**src/rtl/pid_ctrl_gen_if.sv**
```systemverilog
// Steering-controller sample bus: heading error, speed command and gains in; wheel speeds out.
// The master drives the samples and the slave (controller) returns speeds. There is no ready signal.
interface pid_ctrl_gen_if #(
    parameter int ERR_W = 12,
    parameter int SAT_W = 10
);
    logic                    moving;
    logic                    err_vld;
    logic signed [ERR_W-1:0] error;
    logic [SAT_W-1:0]        frwrd;
    logic [5:0]              kp;
    logic [4:0]              kd;
    logic [SAT_W:0]          lft_spd;
    logic [SAT_W:0]          rght_spd;
    logic                    out_vld;

    modport master (
        output moving, err_vld, error, frwrd, kp, kd,
        input  lft_spd, rght_spd, out_vld
    );

    modport slave (
        input  moving, err_vld, error, frwrd, kp, kd,
        output lft_spd, rght_spd, out_vld
    );
endinterface

```
**src/rtl/pid_ctrl_gen.sv**
```systemverilog
// Four-stage PID steering controller: heading error + forward speed -> clamped left/right speeds.
// Latency is 4 cycles. It accepts one sample per cycle and applies no backpressure.
module pid_ctrl_gen #(
    parameter int ERR_W     = 12,
    parameter int SAT_W     = 10,
    parameter int INT_W     = 15,
    parameter int INT_SHIFT = 6,
    parameter int D_HIST    = 3,
    parameter int DSAT_W    = 8,
    parameter int ANTIWIND  = 0
) (
    input  logic           clk,
    input  logic           rst_n,
    pid_ctrl_gen_if.slave  pid_io
);

    localparam int P_W   = SAT_W + 7;
    localparam int I_W   = INT_W - INT_SHIFT;
    localparam int D_W   = DSAT_W + 6;
    localparam int PID_W = ((P_W > D_W) ? P_W : D_W) + 1;
    // Wide enough that frwrd +/- adj cannot wrap for any gain setting.
    localparam int SPD_W = ((PID_W > SAT_W + 1) ? PID_W : SAT_W + 1) + 1;

    localparam logic signed [SAT_W-1:0] SAT_MAX = {1'b0, {(SAT_W-1){1'b1}}};
    localparam logic signed [SAT_W-1:0] SAT_MIN = {1'b1, {(SAT_W-1){1'b0}}};
    localparam logic signed [DSAT_W-1:0] DSAT_MAX = {1'b0, {(DSAT_W-1){1'b1}}};
    localparam logic signed [DSAT_W-1:0] DSAT_MIN = {1'b1, {(DSAT_W-1){1'b0}}};
    localparam logic signed [INT_W-1:0] INT_MAX = {1'b0, {(INT_W-1){1'b1}}};
    localparam logic signed [INT_W-1:0] INT_MIN = {1'b1, {(INT_W-1){1'b0}}};
    localparam logic signed [SPD_W-1:0] SPD_MAX = {{(SPD_W-SAT_W){1'b0}}, {SAT_W{1'b1}}};

    // ---------------- stage 1: saturate error, proportional product ----------------
    logic [ERR_W-SAT_W:0]    err_top;
    logic signed [SAT_W-1:0] err_sat_d;
    logic signed [P_W-1:0]   p_d;

    always_comb begin
        err_top = pid_io.error[ERR_W-1:SAT_W-1];
        if (err_top == '0 || err_top == '1) begin
            err_sat_d = pid_io.error[SAT_W-1:0];
        end else begin
            err_sat_d = pid_io.error[ERR_W-1] ? SAT_MIN : SAT_MAX;
        end
        p_d = $signed({{7{err_sat_d[SAT_W-1]}}, err_sat_d})
            * $signed({{(P_W-6){1'b0}}, pid_io.kp});
    end

    logic signed [SAT_W-1:0] err_s1_q;
    logic signed [P_W-1:0]   p_s1_q;
    logic [4:0]              kd_s1_q;
    logic [SAT_W-1:0]        frwrd_s1_q;
    logic                    mov_s1_q;
    logic                    vld_s1_q;

    always_ff @(posedge clk or negedge rst_n) begin
        if (!rst_n) begin
            err_s1_q   <= '0;
            p_s1_q     <= '0;
            kd_s1_q    <= '0;
            frwrd_s1_q <= '0;
            mov_s1_q   <= 1'b0;
            vld_s1_q   <= 1'b0;
        end else begin
            err_s1_q   <= err_sat_d;
            p_s1_q     <= p_d;
            kd_s1_q    <= pid_io.kd;
            frwrd_s1_q <= pid_io.frwrd;
            mov_s1_q   <= pid_io.moving;
            vld_s1_q   <= pid_io.err_vld;
        end
    end

    // ---------------- stage 2: integrator with overflow policy ----------------
    logic signed [INT_W-1:0] integ_q;
    logic signed [INT_W-1:0] err_ext;
    logic signed [INT_W-1:0] sum;
    logic signed [INT_W-1:0] integ_d;
    logic                    ov;

    always_comb begin
        err_ext = {{(INT_W-SAT_W){err_s1_q[SAT_W-1]}}, err_s1_q};
        sum     = integ_q + err_ext;
        ov      = (integ_q[INT_W-1] == err_ext[INT_W-1]) && (sum[INT_W-1] != integ_q[INT_W-1]);
        integ_d = integ_q;
        if (!mov_s1_q) begin
            integ_d = '0;
        end else if (vld_s1_q) begin
            if (!ov) begin
                integ_d = sum;
            end else if (ANTIWIND != 0) begin
                integ_d = integ_q[INT_W-1] ? INT_MIN : INT_MAX;
            end
        end
    end

    logic signed [SAT_W-1:0] err_s2_q;
    logic signed [P_W-1:0]   p_s2_q;
    logic signed [I_W-1:0]   i_s2_q;
    logic [4:0]              kd_s2_q;
    logic [SAT_W-1:0]        frwrd_s2_q;
    logic                    mov_s2_q;
    logic                    vld_s2_q;

    always_ff @(posedge clk or negedge rst_n) begin
        if (!rst_n) begin
            integ_q    <= '0;
            err_s2_q   <= '0;
            p_s2_q     <= '0;
            i_s2_q     <= '0;
            kd_s2_q    <= '0;
            frwrd_s2_q <= '0;
            mov_s2_q   <= 1'b0;
            vld_s2_q   <= 1'b0;
        end else begin
            integ_q    <= integ_d;
            err_s2_q   <= err_s1_q;
            p_s2_q     <= p_s1_q;
            i_s2_q     <= integ_d[INT_W-1:INT_SHIFT];
            kd_s2_q    <= kd_s1_q;
            frwrd_s2_q <= frwrd_s1_q;
            mov_s2_q   <= mov_s1_q;
            vld_s2_q   <= vld_s1_q;
        end
    end

    // ---------------- stage 3: derivative against the D_HIST-th previous valid sample ----------------
    logic [D_HIST-1:0][SAT_W-1:0] hist_q;
    logic signed [SAT_W-1:0]      diff_d;
    logic [SAT_W-DSAT_W:0]        diff_top;
    logic signed [DSAT_W-1:0]     diff_sat_d;
    logic signed [D_W-1:0]        d_d;

    always_comb begin
        diff_d   = err_s2_q - $signed(hist_q[D_HIST-1]);
        diff_top = diff_d[SAT_W-1:DSAT_W-1];
        if (diff_top == '0 || diff_top == '1) begin
            diff_sat_d = diff_d[DSAT_W-1:0];
        end else begin
            diff_sat_d = diff_d[SAT_W-1] ? DSAT_MIN : DSAT_MAX;
        end
        d_d = $signed({{6{diff_sat_d[DSAT_W-1]}}, diff_sat_d})
            * $signed({{(D_W-5){1'b0}}, kd_s2_q});
    end

    logic signed [D_W-1:0]   d_s3_q;
    logic signed [P_W-1:0]   p_s3_q;
    logic signed [I_W-1:0]   i_s3_q;
    logic [SAT_W-1:0]        frwrd_s3_q;
    logic                    mov_s3_q;
    logic                    vld_s3_q;

    always_ff @(posedge clk or negedge rst_n) begin
        if (!rst_n) begin
            hist_q     <= '0;
            d_s3_q     <= '0;
            p_s3_q     <= '0;
            i_s3_q     <= '0;
            frwrd_s3_q <= '0;
            mov_s3_q   <= 1'b0;
            vld_s3_q   <= 1'b0;
        end else begin
            if (vld_s2_q) begin
                hist_q[0] <= err_s2_q;
                for (int i = 1; i < D_HIST; i++) begin
                    hist_q[i] <= hist_q[i-1];
                end
            end
            d_s3_q     <= d_d;
            p_s3_q     <= p_s2_q;
            i_s3_q     <= i_s2_q;
            frwrd_s3_q <= frwrd_s2_q;
            mov_s3_q   <= mov_s2_q;
            vld_s3_q   <= vld_s2_q;
        end
    end

    // ---------------- stage 4: combine terms, steer, clamp ----------------
    logic signed [PID_W-1:0] pid_d;
    logic signed [PID_W-1:0] adj_d;
    logic signed [SPD_W-1:0] frwrd_ext;
    logic signed [SPD_W-1:0] lft_raw;
    logic signed [SPD_W-1:0] rght_raw;
    logic [SAT_W:0]          lft_d;
    logic [SAT_W:0]          rght_d;

    always_comb begin
        pid_d     = PID_W'(p_s3_q >>> 1) + PID_W'(i_s3_q) + PID_W'(d_s3_q);
        adj_d     = pid_d >>> 3;
        frwrd_ext = $signed({{(SPD_W-SAT_W){1'b0}}, frwrd_s3_q});
        lft_raw   = frwrd_ext + SPD_W'(adj_d);
        rght_raw  = frwrd_ext - SPD_W'(adj_d);

        if (lft_raw < 0)             lft_d = '0;
        else if (lft_raw > SPD_MAX)  lft_d = SPD_MAX[SAT_W:0];
        else                         lft_d = lft_raw[SAT_W:0];

        if (rght_raw < 0)            rght_d = '0;
        else if (rght_raw > SPD_MAX) rght_d = SPD_MAX[SAT_W:0];
        else                         rght_d = rght_raw[SAT_W:0];

        if (!mov_s3_q) begin
            lft_d  = '0;
            rght_d = '0;
        end
    end

    logic [SAT_W:0] lft_q;
    logic [SAT_W:0] rght_q;
    logic           out_vld_q;

    always_ff @(posedge clk or negedge rst_n) begin
        if (!rst_n) begin
            lft_q     <= '0;
            rght_q    <= '0;
            out_vld_q <= 1'b0;
        end else begin
            lft_q     <= lft_d;
            rght_q    <= rght_d;
            out_vld_q <= vld_s3_q & mov_s3_q;
        end
    end

    assign pid_io.lft_spd  = lft_q;
    assign pid_io.rght_spd = rght_q;
    assign pid_io.out_vld  = out_vld_q;

endmodule

```
**src/flat_wrapper.sv**
```systemverilog
// flat-port wrapper written by rule: the top's interface ports become plain ports
module pid_ctrl_gen_flat 
#(
    parameter int ERR_W     = 12,
    parameter int SAT_W     = 10,
    parameter int INT_W     = 15,
    parameter int INT_SHIFT = 6,
    parameter int D_HIST    = 3,
    parameter int DSAT_W    = 8,
    parameter int ANTIWIND  = 0
)
  (clk, rst_n, pid_io_moving, pid_io_err_vld, pid_io_error, pid_io_frwrd, pid_io_kp, pid_io_kd, pid_io_lft_spd, pid_io_rght_spd, pid_io_out_vld);
  pid_ctrl_gen_if #(.ERR_W(ERR_W), .SAT_W(SAT_W)) pid_io_i ();
  input  logic clk;
  input  logic rst_n;
  input wire logic [$bits(pid_io_i.moving)-1:0] pid_io_moving;
  input wire logic [$bits(pid_io_i.err_vld)-1:0] pid_io_err_vld;
  input wire logic [$bits(pid_io_i.error)-1:0] pid_io_error;
  input wire logic [$bits(pid_io_i.frwrd)-1:0] pid_io_frwrd;
  input wire logic [$bits(pid_io_i.kp)-1:0] pid_io_kp;
  input wire logic [$bits(pid_io_i.kd)-1:0] pid_io_kd;
  output wire logic [$bits(pid_io_i.lft_spd)-1:0] pid_io_lft_spd;
  output wire logic [$bits(pid_io_i.rght_spd)-1:0] pid_io_rght_spd;
  output wire logic [$bits(pid_io_i.out_vld)-1:0] pid_io_out_vld;
  assign pid_io_i.moving = pid_io_moving;
  assign pid_io_i.err_vld = pid_io_err_vld;
  assign pid_io_i.error = pid_io_error;
  assign pid_io_i.frwrd = pid_io_frwrd;
  assign pid_io_i.kp = pid_io_kp;
  assign pid_io_i.kd = pid_io_kd;
  assign pid_io_lft_spd = pid_io_i.lft_spd;
  assign pid_io_rght_spd = pid_io_i.rght_spd;
  assign pid_io_out_vld = pid_io_i.out_vld;
  pid_ctrl_gen #(.ERR_W(ERR_W), .SAT_W(SAT_W), .INT_W(INT_W), .INT_SHIFT(INT_SHIFT), .D_HIST(D_HIST), .DSAT_W(DSAT_W), .ANTIWIND(ANTIWIND)) u_core (.clk(clk), .rst_n(rst_n), .pid_io(pid_io_i));
endmodule
```
**config.mk**
```make
export PLATFORM = sky130hd
export DESIGN_NAME = pid_ctrl_gen_flat
export DESIGN_NICKNAME = d
export VERILOG_FILES = /design/src/rtl/pid_ctrl_gen_if.sv /design/src/rtl/pid_ctrl_gen.sv /design/src/flat_wrapper.sv
export SDC_FILE = /design/constraint.sdc
export NUM_CORES = 1
export LEC_CHECK = 0
export CORE_ASPECT_RATIO = 1.1
export CORE_UTILIZATION = 40
export DETAILED_ROUTE_END_ITERATION = 6
export PLACE_DENSITY_LB_ADDON = 0.25
export SETUP_SLACK_MARGIN = 0.2
export SLEW_MARGIN = 10
export SYNTH_ARGS = -nofsm -noshare
export SYNTH_HDL_FRONTEND = slang
export SYNTH_SLANG_ARGS = --single-unit
export TNS_END_PERCENT = 5
```
**constraint.sdc**
```tcl
create_clock -name clk -period 6.6 [get_ports clk]
set_input_delay 1.32 -clock clk [delete_from_list [all_inputs] [get_ports clk]]
set_output_delay 1.32 -clock clk [all_outputs]
set_load 0.02 [all_outputs]
```
; ---- After elaboration in Yosys (flattened, before gate mapping)
; Index checks and enable logic that the tools add are counted.
[classes]
add_sub_neg = 6
mul = 2
order_cmp = 4
n_eq_ne = 6
n_mux = 13
bitwise_logic = 1
n_reduce_logical = 6
[ops]
columns = op, count
row1 = 11-bit 2-to-1 mux, 6
row2 = 15-bit 2-to-1 mux, 3
row3 = 16-bit by 11-bit > comparator with 1-bit output (second input constant), 2
row4 = 16-bit by 1-bit < comparator with 1-bit output (second input constant), 2
row5 = 10-bit 2-to-1 mux, 2
row6 = 17-bit by 14-bit adder with 18-bit output, 1
row7 = 16-bit by 9-bit adder with 17-bit output, 1
row8 = 10-bit by 7-bit multiplier with 17-bit output, 1
row9 = 11-bit by 15-bit adder with 16-bit output, 1
row10 = 8-bit 2-to-1 mux, 2
row11 = 11-bit by 15-bit subtractor with 16-bit output, 1
row12 = 15-bit by 10-bit adder with 15-bit output, 1
row13 = 8-bit by 6-bit multiplier with 14-bit output, 1
row14 = 10-bit subtractor, 1
row15 = 3-bit equality test (second input constant), 2
row16 = 3-bit zero test, 2
row17 = 2-bit inequality test (second input constant), 2
row18 = 1-bit logical OR, 2
row19 = 2-bit AND reduction, 1
row20 = 1-bit bitwise AND, 1
row21 = 1-bit equality test, 1
row22 = 1-bit logical AND, 1
row23 = 1-bit inequality test, 1
[totals]
reg_bits = 208
input_bits = 37
output_inout_bits = 23
wordCells = 64

; ---- Depth between registers and ports, before layout
; Gate-level depths: netlist of the first run.
[logic_depth]
word_depth = 7
mapped_depth = 29
depth_no_buf = 29

; ---- Least setup slack after synthesis of the first run
; No wires, ideal clock.
[synth_path]
path_type = input-to-reg
from = in pid_io_error[9]
to = reg u_core.p_s1_q[16]
setup_time_ns = 0.080
arrival_ns = 5.923
required_time_ns = 6.520
setup_slack_ns = 0.597
path_stages = 21
n_path_buf = 2
cell_sequence = clkbuf_1 clkbuf_1 nand2_1 a21oi_1 nand2_1 fa_1 inv_1 ha_1 inv_1 fa_1 fa_1 inv_1 ha_1 a21oi_1 nor2b_1 o21a_1 o311a_1 nor3_1 o41ai_1 a21oi_1 xnor2_1
[synth_between]
elab_chain_cells = 4
elab_cells_between_ends = 5
cone_classes = mul (1) / eq/ne (1) / mux (1) / reduce/logical (2)
[synth_rtl]
columns = element, line
row1 = "start, declared", flat_wrapper.sv:18  ; input wire logic [$bits(pid_io_i.error)-1:0] pid_io_error;
row2 = 3-bit equality test or 3-bit zero test (tied branches), pid_ctrl_gen.sv:39  ; if (err_top == '0 || err_top == '1) begin
row3 = 1-bit logical OR *, pid_ctrl_gen.sv:39
row4 = 10-bit 2-to-1 mux *, pid_ctrl_gen.sv:39
row5 = net u_core.err_sat_d[2], pid_ctrl_gen.sv:34  ; logic signed [SAT_W-1:0] err_sat_d;
row6 = 10-bit by 7-bit multiplier with 17-bit output *, pid_ctrl_gen.sv:45  ; * $signed({{(P_W-6){1'b0}}, pid_io.kp});
row7 = net u_core.p_d[16], pid_ctrl_gen.sv:35  ; logic signed [P_W-1:0] p_d;
row8 = "end signal, assigned", pid_ctrl_gen.sv:65  ; p_s1_q <= p_d;
row9 = "end, declared", pid_ctrl_gen.sv:49  ; logic signed [P_W-1:0] p_s1_q;
; The timed path passes the listed nets; every way through them passes the cells marked *.
; A chain may end at the register's enable or synchronous reset.

; ---- Worst setup path after layout of the first run
[layout_path]
from = reg u_core.err_s2_q[0]
to = reg u_core.d_s3_q[13]
[layout_between]
elab_chain_cells = 5
elab_cells_between_ends = 7
cone_classes = add/sub (1) / mul (1) / eq/ne (1) / mux (2) / reduce/logical (2)
[layout_rtl]
columns = element, line
row1 = "start, declared", pid_ctrl_gen.sv:96  ; logic signed [SAT_W-1:0] err_s2_q;
row2 = "start signal, assigned", pid_ctrl_gen.sv:116  ; err_s2_q <= err_s1_q;
row3 = 10-bit subtractor *, pid_ctrl_gen.sv:134  ; diff_d = err_s2_q - $signed(hist_q[D_HIST-1]);
row4 = 3-bit equality test or 3-bit zero test (tied branches), pid_ctrl_gen.sv:136  ; if (diff_top == '0 || diff_top == '1) begin
row5 = 1-bit logical OR, pid_ctrl_gen.sv:136
row6 = 8-bit 2-to-1 mux *, pid_ctrl_gen.sv:136
row7 = 8-bit by 6-bit multiplier with 14-bit output *, pid_ctrl_gen.sv:142  ; * $signed({{(D_W-5){1'b0}}, kd_s2_q});
row8 = net u_core.d_d[13], pid_ctrl_gen.sv:131  ; logic signed [D_W-1:0] d_d;
row9 = "end signal, assigned", pid_ctrl_gen.sv:155  ; d_s3_q <= '0;
row10 = "end signal, assigned", pid_ctrl_gen.sv:168  ; d_s3_q <= d_d;
row11 = "end, declared", pid_ctrl_gen.sv:145  ; logic signed [D_W-1:0] d_s3_q;
; Marks and branches as above.

==> results.sh, run 1 <==
export IMPL_synth_edf_count=0
export IMPL_maxSlewHeadroom_pct=49.1
export IMPL_slew_violations=0
export IMPL_cp_required_ns=6.99
export IMPL_tns_ns=0
export IMPL_diodes=0
export IMPL_syn_to_final_growth_pct=15.0
export IMPL_postCtsHoldBufs=0
export IMPL_ys_warn_count=0
export IMPL_wire_per_inst_um=14.1
export IMPL_multi_input_area_mm2=0.00722
export IMPL_grt_max_degree=114
export IMPL_cp_slowest_cell="fa_1"
export IMPL_coreArea_mm2=0.0316
export IMPL_num_rows=68
export IMPL_routed_wl_met2_mm=12.3
export IMPL_grt_pass1_vias=8654
export IMPL_period_needed_ns=5.99
export IMPL_cp_max_fo=7
export IMPL_most_common_layout_cells="205 x dfrtp_1, 159 x inv_1, 119 x ha_1"
export IMPL_routed_wl_met3_um=592
export IMPL_drive_above_1_share_pct=7.52
export IMPL_seq_area_frac_synth_pct=39.7
export IMPL_skew_ns=0.00892
export IMPL_tritoncts="built"
export IMPL_path_common_cell="inv_1"
export IMPL_route_detailed_drc=0
export IMPL_clock_latency_ns=0.51
export IMPL_grt_pass1_wl_mm=42.1
export IMPL_place_congestion=0.833
export IMPL_num_vias=8322
export IMPL_fmax_ghz=0.167
export IMPL_antenna_found_initial=0
export IMPL_status="finished clean"
export IMPL_final_setup_viol_count=0
export IMPL_synth_top_family_by_area="adder cells"
export IMPL_synth_simple_area_share_pct=12.3
export IMPL_die_h_um=191
export IMPL_rsz0062_at_grt="no"
export IMPL_final_common_cell="dfrtp_1"
export IMPL_finalHoldViolations=0
export IMPL_slowest_delay_ns=0.53
export IMPL_startpoint_type="flop"
export IMPL_fp_dieW_um=173
export IMPL_cts_sinks=205
export IMPL_syn_inst=1210
export IMPL_start_util_pct=41.0
export IMPL_cap_violations=0
export IMPL_synth_ff_type="dfrtp_1"
export IMPL_ys_types=54
export IMPL_met1_length_mm=11.1
export IMPL_io_buffers=59
export IMPL_synthMuxAreaShare_pct=3.32
export IMPL_synth_area_per_cell_um2=10.7
export IMPL_grt_util_all_layers_pct=15.5
export IMPL_wl_mm=24.4
export IMPL_worstPathArrival_ns=6.39
export IMPL_cts_buffers=23
export IMPL_drtIter0Drc=305
export IMPL_tightestPinTransition_ns=0.763
export IMPL_synth_compound_area_share_pct=9.35
export IMPL_dieArea_mm2=0.0331
export IMPL_nNetsFinal=1535
export IMPL_htree_levels=1
export IMPL_ant_nets=0
export IMPL_io_pins=60
export IMPL_register_area_mm2=0.00513
export IMPL_root_buffer="clkbuf_16"
export IMPL_synthAdderAreaFrac_pct=25.0
export IMPL_synth_seq_cells=205
export IMPL_synth_xor_area_share_pct=5.01
export IMPL_hpwl_mm=19.3
export IMPL_endpoint_kind="flop"
export IMPL_overflow=0
export IMPL_synthesis_area_mm2=0.0129
export IMPL_criticalPathCategory="flop to flop"
export IMPL_async_reset_ff_share_pct=100
export IMPL_cts_buffer_depth=3
export IMPL_dr_pass1_iters=4
export IMPL_hold_class="flop to flop"
export IMPL_period_share_pct=90.8
export IMPL_n_fill_cell=2915
export IMPL_viasPerCell=4.83
export IMPL_clk_pin_slew_ns=0.06
export IMPL_top_layer="met4"
export IMPL_hold_ws_ns=0.344
## flip-flops by register name, indices dropped and copies added (netlist names), 9 cells and up
name and flops:
u_core.d_s3_q 14, u_core.err_s1_q 10, u_core.err_s2_q 10, u_core.frwrd_s1_q 10, u_core.frwrd_s2_q 10, u_core.frwrd_s3_q 10, u_core.hist_q 30, u_core.i_s3_q 9
u_core.integ_q 15, u_core.p_s1_q 16, u_core.p_s2_q 16, u_core.p_s3_q 16, u_core.pid_io.lft_spd 11, u_core.pid_io.rght_spd 11
## cells by family (layout without fill, tap and decap cells)
kind of cell	after synthesis	after routing
and+or+nand+nor	314	314
adders and majority gates	206	206
DFF	205	205
AOI/OAI and AO/OA	188	188
buffers and inverters	182	274
xor gates and xnor gates	74	74
muxes	40	40
other	1	2
## critical path, delay by kind of cell, from the launching register on
family | cells | cell delay, ns
compound gates | 11 | 1.91
buf+inv | 6 | 0.47
fa+ha+maj | 6 | 2.38
simple gates | 4 | 0.44
flops | 1 | 0.37
xor+xnor | 2 | 0.30
## cell usage after synthesis (all sizes together) (7+ instances only)
cell type,n,area (um2)
o21bai,15,113
a31oi,9,56.3
nor2,62,233
nand2,76,285
inv,159,597
and3,7,43.8
nand3,14,70.1
xor2,15,131
mux2,23,259
a21o,15,113
xnor2,59,517
and2,75,469
nor3,24,120
clkbuf,21,78.8
nor2b,26,163
dfrtp,205,5130
o21a,14,105
o21ai,29,153
a21oi,72,360
or3,10,62.6
ha,119,1490
fa,87,1740
mux2i,17,170
## per-layer routing
layer  vias to the layer above  GRT usage [%]
li1                       4120              -
met4                         0           4.08
met5                         -              0
met1                      4082           20.2
met3                        25           1.73
met2                        95           27.4
## path summary, 6_finish.rpt
kind | from | end | slack, ns | cells after the start
worst max-delay path | u_core.err_s2_q[0]$_DFF_PN0_ | u_core.d_s3_q[13]$_DFF_PN0_ | 0.61 | 29
worst min-delay path | u_core.frwrd_s2_q[0]$_DFF_PN0_ | u_core.frwrd_s3_q[0]$_DFF_PN0_ | 0.34 | 0
worst max register to register | u_core.err_s2_q[0]$_DFF_PN0_ | u_core.d_s3_q[13]$_DFF_PN0_ | 0.61 | 29
worst min register to register | u_core.frwrd_s2_q[0]$_DFF_PN0_ | u_core.frwrd_s3_q[0]$_DFF_PN0_ | 0.34 | 0
max in group asynchronous | rst_n | u_core.integ_q[2]$_DFFE_PN0P_ | 4.72 | 2
min in group asynchronous | rst_n | u_core.pid_io.rght_spd[3]$_DFF_PN0_ | 0.84 | 1
## cell type report
cell class	instances	area share (%)
multi-input combinational	824	48.5
sequential	205	34.5
timing repair buffer	79	5.09
clock buffer	29	4.09
inverter	159	4.01
tap	420	3.53
clock inverter	7	0.294
## metrics by stage
step / utilization [%] / area (um2) / std cells / setup slack [ns]
6_report: 47.1 / 14900 / 1723 / 0.608
5_1_grt: 47.1 / 14900 / 1723 / 0.192
4_1_cts: 46.8 / 14800 / 1720 / 0.331
3_5_place_dp: 44.7 / 14100 / 1684 / 0.136
3_3_place_gp: 44.7 / 14100 / 1684 / 0.275
2_1_floorplan: - / 12900 / 1211 / 0.597
## what timing repair did
item,in CTS,in global routing
gates resized for setup,0,19
buffers inserted,0,3
endpoints found under the setup margin,0,4
Power of run 1 is left out: the tool's default activity adds up to more than one toggle a clock period on the data nets, which glitch-free logic cannot reach.
==> run 2, diff against run 1 <==
--- a/config.mk
+++ b/config.mk
@@ -5,12 +5,11 @@
 export SDC_FILE = /design/constraint.sdc
 export NUM_CORES = 1
 export LEC_CHECK = 0
-export CORE_ASPECT_RATIO = 1.1
+export CORE_ASPECT_RATIO = 1.5
 export CORE_UTILIZATION = 40
 export DETAILED_ROUTE_END_ITERATION = 6
 export PLACE_DENSITY_LB_ADDON = 0.25
 export SETUP_SLACK_MARGIN = 0.2
-export SLEW_MARGIN = 10
 export SYNTH_ARGS = -nofsm -noshare
 export SYNTH_HDL_FRONTEND = slang
 export SYNTH_SLANG_ARGS = --single-unit
==> results.sh, run 2 (synthesis gave the netlist of run 1 again) <==
export IMPL_cp_slowest_cell="clkdlybuf4s50_1"
export IMPL_diodes=0
export IMPL_overflow=0
export IMPL_drive_above_1_share_pct=7.67
export IMPL_grtUsageMet2_pct=30.7
export IMPL_clock_latency_ns=0.52
export IMPL_criticalPathCategory="primary input to flop"
export IMPL_grt_pass1_wl_mm=42.5
export IMPL_busiest_layer="met2"
export IMPL_most_common_layout_cells="205 x dfrtp_1, 159 x inv_1, 119 x ha_1"
export IMPL_status="finished clean"
export IMPL_cts_buffer_depth=3
export IMPL_postCtsHoldBufs=0
export IMPL_n_fill_cell=3002
export IMPL_cp_required_ns=7.03
export IMPL_final_setup_viol_count=0
export IMPL_maxSlewHeadroom_pct=49.6
export IMPL_fmax_ghz=0.164
export IMPL_drtIter0Drc=137
export IMPL_hold_ws_ns=0.344
export IMPL_root_buffer="clkbuf_16"
export IMPL_cts_buffers=22
export IMPL_endpoint_kind="flop"
export IMPL_finalHoldViolations=0
export IMPL_ant_nets=0
export IMPL_rsz0062_at_grt="yes"
export IMPL_final_common_cell="dfrtp_1"
export IMPL_use_met3_pct=1.60
export IMPL_tightestPinTransition_ns=0.755
export IMPL_final_cell_area_mm2=0.0150
export IMPL_viasPerCell=4.88
export IMPL_tritoncts="built"
export IMPL_wire_per_inst_um=14.7
export IMPL_cp_max_fo=13
export IMPL_coreArea_mm2=0.0318
export IMPL_num_vias=8363
export IMPL_clk_pin_slew_ns=0.06
export IMPL_grt_pass1_vias=8735
export IMPL_period_needed_ns=6.08
export IMPL_slowest_delay_ns=0.70
export IMPL_fp_dieW_um=149
export IMPL_slew_violations=0
export IMPL_cts_sinks=205
export IMPL_utilization_pct=47.0
export IMPL_dieArea_mm2=0.0331
export IMPL_skew_ns=0.0154
export IMPL_startpoint_type="primary input"
export IMPL_antenna_found_initial=0
export IMPL_cap_violations=0
export IMPL_io_buffers=59
export IMPL_syn_to_final_growth_pct=15.7
export IMPL_io_pins=60
export IMPL_route_detailed_drc=0
export IMPL_period_share_pct=92.2
export IMPL_worstPathArrival_ns=6.52
export IMPL_hold_class="flop to flop"
export IMPL_die_h_um=222
export IMPL_largest_reg_flops=30
export IMPL_wl_mm=25.2
export IMPL_place_congestion=0.884
export IMPL_htree_levels=1
export IMPL_grt_max_degree=142
export IMPL_start_util_pct=40.6
export IMPL_use_met1_pct=17.9
export IMPL_dr_pass1_iters=4
export IMPL_multi_input_area_mm2=0.00724
export IMPL_cp_cell_sequence="clkdlybuf4s50_1 > buf_4 > nand2_1 > a21oi_1 > nand2_1 > fa_1 > inv_1 > ha_1 > inv_1 > fa_1 > fa_1 > inv_1 > ha_1 > a21oi_1 > nor2b_1 > o21a_1 > o311a_1 > nor3_1 > o41ai_1 > a21oi_1 > xnor2_1"
export IMPL_register_area_mm2=0.00513
export IMPL_regMostFlops="u_core.hist_q"
export IMPL_grt_util_all_layers_pct=16.2
export IMPL_nNetsFinal=1530
export IMPL_dpl_cell_area_mm2=0.0141
export IMPL_hpwl_mm=19.9
export IMPL_num_rows=80
-- run 2: cell types whose count changed in the layout (fill, tap and decap cells not counted), sizes merged --
cell | previous run | this run
buf | 20 | 16
clkinv | 5 | 4
inv | 159 | 162
bufinv | 0 | 2
clkinvlp | 2 | 1
clkbuf | 30 | 31
-- run 2: per-layer routing --
metal  vias up  wire length, um
met5         -                0
met3        56              633
met4         0             1010
met2       133            13800
li1       4110                -
met1      4064             9770
-- run 2: layout make-up --
cell class,instances,area share [%]
clock buffers,30,4.22
clock inverters,10,0.811
inverters,159,3.99
multi-input cells,824,48.4
flip-flops and latches,205,34.3
well taps,410,3.43
repair buffers,75,4.86
-- run 2: metrics by stage --
step                      instances  setup TNS, ns  worst slack, ns
after floorplan                1211              0            0.597
after global placement         1671              0           0.0415
after detailed placement       1671         -0.108           -0.108
after CTS                      1711              0            0.228
after global routing           1713              0            0.139
final                          1713              0            0.515
-- run 2: timing repair --
item                       4_1_cts  5_1_grt
resized for setup                0       22
setup endpoints to repair        0        6
setup buffers                    0        2
-- run 2: worst max-delay path, delay by kind of cell --
kind                     cells  cell delay (ns)
adder cells (fa/ha/maj)      5             2.12
AO/OA/AOI/OAI                6             1.35
AND/OR/NAND/NOR              4             0.52
buffers and inverters        5             1.04
XOR/XNOR                     1             0.15
-- run 2: final timing paths --
check,to,slack (ns),start,cells past startpoint
setup / recovery,u_core.p_s1_q[16]$_DFF_PN0_,0.52,pid_io_error[9],21
hold / removal,u_core.p_s3_q[16]$_DFF_PN0_,0.34,u_core.p_s2_q[16]$_DFF_PN0_,0
setup reg to reg,u_core.d_s3_q[13]$_DFF_PN0_,0.58,u_core.err_s2_q[0]$_DFF_PN0_,28
hold reg to reg,u_core.p_s3_q[16]$_DFF_PN0_,0.34,u_core.p_s2_q[16]$_DFF_PN0_,0
max in group asynchronous,u_core.kd_s2_q[0]$_DFF_PN0_,4.68,rst_n,2
min in group asynchronous,u_core.pid_io.rght_spd[1]$_DFF_PN0_,0.78,rst_n,1
Power of run 2 is left out for the same reason.
==> run 3, diff against run 2 <==
--- a/config.mk
+++ b/config.mk
@@ -8,6 +8,7 @@
 export CORE_ASPECT_RATIO = 1.5
 export CORE_UTILIZATION = 40
 export DETAILED_ROUTE_END_ITERATION = 6
+export DONT_BUFFER_PORTS = 1
 export PLACE_DENSITY_LB_ADDON = 0.25
 export SETUP_SLACK_MARGIN = 0.2
 export SYNTH_ARGS = -nofsm -noshare
==> results.sh, run 3 (synthesis gave the netlist of run 1 again) <==
export IMPL_slowest_delay_ns=0.52
export IMPL_grt_pass1_wl_mm=41.3
export IMPL_clk_pin_slew_ns=0.06
export IMPL_postCtsHoldBufs=0
export IMPL_cap_violations=0
export IMPL_ant_nets=0
export IMPL_maxSlewHeadroom_pct=54.5
export IMPL_fmax_ghz=0.167
export IMPL_start_util_pct=40.6
export IMPL_largest_reg_flops=30
export IMPL_dieArea_mm2=0.0331
export IMPL_most_common_layout_cells="205 x dfrtp_1, 159 x inv_1, 119 x ha_1"
export IMPL_grt_max_degree=206
export IMPL_period_share_pct=90.8
export IMPL_htree_levels=1
export IMPL_dp_cells=1605
export IMPL_worstPathArrival_ns=6.39
export IMPL_hpwl_mm=19.4
export IMPL_cts_sinks=205
export IMPL_dr_pass1_iters=4
export IMPL_grt_pass1_vias=8475
export IMPL_num_rows=80
export IMPL_route_detailed_drc=0
export IMPL_io_buffers=0
export IMPL_die_h_um=222
export IMPL_tritoncts="built"
export IMPL_clock_latency_ns=0.51
export IMPL_cp_slowest_cell="fa_1"
export IMPL_final_setup_viol_count=0
export IMPL_finalHoldViolations=0
export IMPL_skew_ns=0.00821
export IMPL_cp_max_fo=7
export IMPL_rsz0062_at_grt="yes"
export IMPL_cts_buffers=22
export IMPL_endpoint_kind="flop"
export IMPL_drive_above_1_share_pct=6.64
export IMPL_nNetsFinal=1462
export IMPL_final_common_cell="dfrtp_1"
export IMPL_syn_to_final_growth_pct=10.1
export IMPL_drtIter0Drc=179
export IMPL_antenna_found_initial=0
export IMPL_regMostFlops="u_core.hist_q"
export IMPL_criticalPathCategory="flop to flop"
export IMPL_status="finished clean"
export IMPL_slew_violations=0
export IMPL_tns_ns=0
export IMPL_viasPerCell=4.91
export IMPL_root_buffer="clkbuf_16"
export IMPL_overflow=0
export IMPL_tightestPinTransition_ns=0.682
export IMPL_period_needed_ns=5.99
export IMPL_cts_buffer_depth=3
export IMPL_hold_ws_ns=0.341
export IMPL_startpoint_type="flop"
export IMPL_coreArea_mm2=0.0318
export IMPL_hold_class="flop to flop"
export IMPL_stdcell_count=1645
export IMPL_path_common_cell="a21oi_1"
export IMPL_cp_required_ns=6.99
export IMPL_wire_per_inst_um=15.0
export IMPL_diodes=0
export IMPL_utilization_pct=44.7
export IMPL_wl_mm=24.6
export IMPL_fp_dieW_um=149
export IMPL_grt_util_all_layers_pct=15.8
export IMPL_io_pins=60
export IMPL_num_vias=8081
export IMPL_place_congestion=0.807
==> run 3: cell count changes in the layout (fill, tap and decap cells not counted), sizes merged <==
cell,change
inv,-1
buf,-9
clkinv,+2
clkbuf,-4
bufinv,+2
clkdlybuf4s50,-58
==> run 3: final cells by class <==
type / count / area (um2)
flip-flops and latches: 205 / 5130
clock buffers: 27 / 621
well taps: 410 / 513
inverters: 159 / 597
repair buffers: 7 / 52.6
clock inverters: 13 / 186
fillers: 3022 / 17600
multi-input cells: 824 / 7140
==> run 3: path summary, 6_finish.rpt <==
path                                              startpoint  slack (ns)  depth (start not counted)                                  end
worst min-delay path             u_core.p_s2_q[10]$_DFF_PN0_        0.34                          0          u_core.p_s3_q[10]$_DFF_PN0_
worst max register to register  u_core.err_s2_q[0]$_DFF_PN0_        0.61                         28          u_core.d_s3_q[13]$_DFF_PN0_
max in group asynchronous                              rst_n        5.78                          0       u_core.frwrd_s3_q[9]$_DFF_PN0_
worst min register to register   u_core.p_s2_q[10]$_DFF_PN0_        0.34                          0          u_core.p_s3_q[10]$_DFF_PN0_
min in group asynchronous                              rst_n        0.49                          0  u_core.pid_io.rght_spd[1]$_DFF_PN0_
worst max-delay path            u_core.err_s2_q[0]$_DFF_PN0_        0.61                         28          u_core.d_s3_q[13]$_DFF_PN0_
==> run 3: what timing repair did <==
| action | 4_1_cts | 5_1_grt |
|---|---|---|
| setup endpoints to repair | 0 | 3 |
| hold endpoints to repair | 0 | 0 |
| resized for setup | 0 | 5 |
| buffers inserted | 0 | 0 |
==> run 3: worst max-delay path, delay by kind of cell, from the launching register on <==
family,cells,cell delay (ns)
adders and majority gates,6,2.22
AOI/OAI and AO/OA,12,2.21
and+or+nand+nor,4,0.48
DFF,1,0.37
xor gates and xnor gates,2,0.36
buffers and inverters,4,0.23
==> run 3: per-layer routing <==
metal	wire [um]	vias to the layer above	track usage [%]	part of all wire (%)
li1	-	3976	-	-
met1	9350	3944	16.5	38
met2	13700	120	30.9	56
met3	746	41	2.05	3.0
met4	801	0	6.12	3.2
met5	0	-	0	0
==> run 3: stage by stage <==
stage / cell area, um2 / worst slack [ns]
3_3_place_gp: 13400 / 0.539
5_1_grt: 14200 / 0.148
4_1_cts: 14200 / 0.400
3_5_place_dp: 13400 / 0.422
2_1_floorplan: 12900 / 0.597
6_report: 14200 / 0.606
Power of run 3 is left out for the same reason.
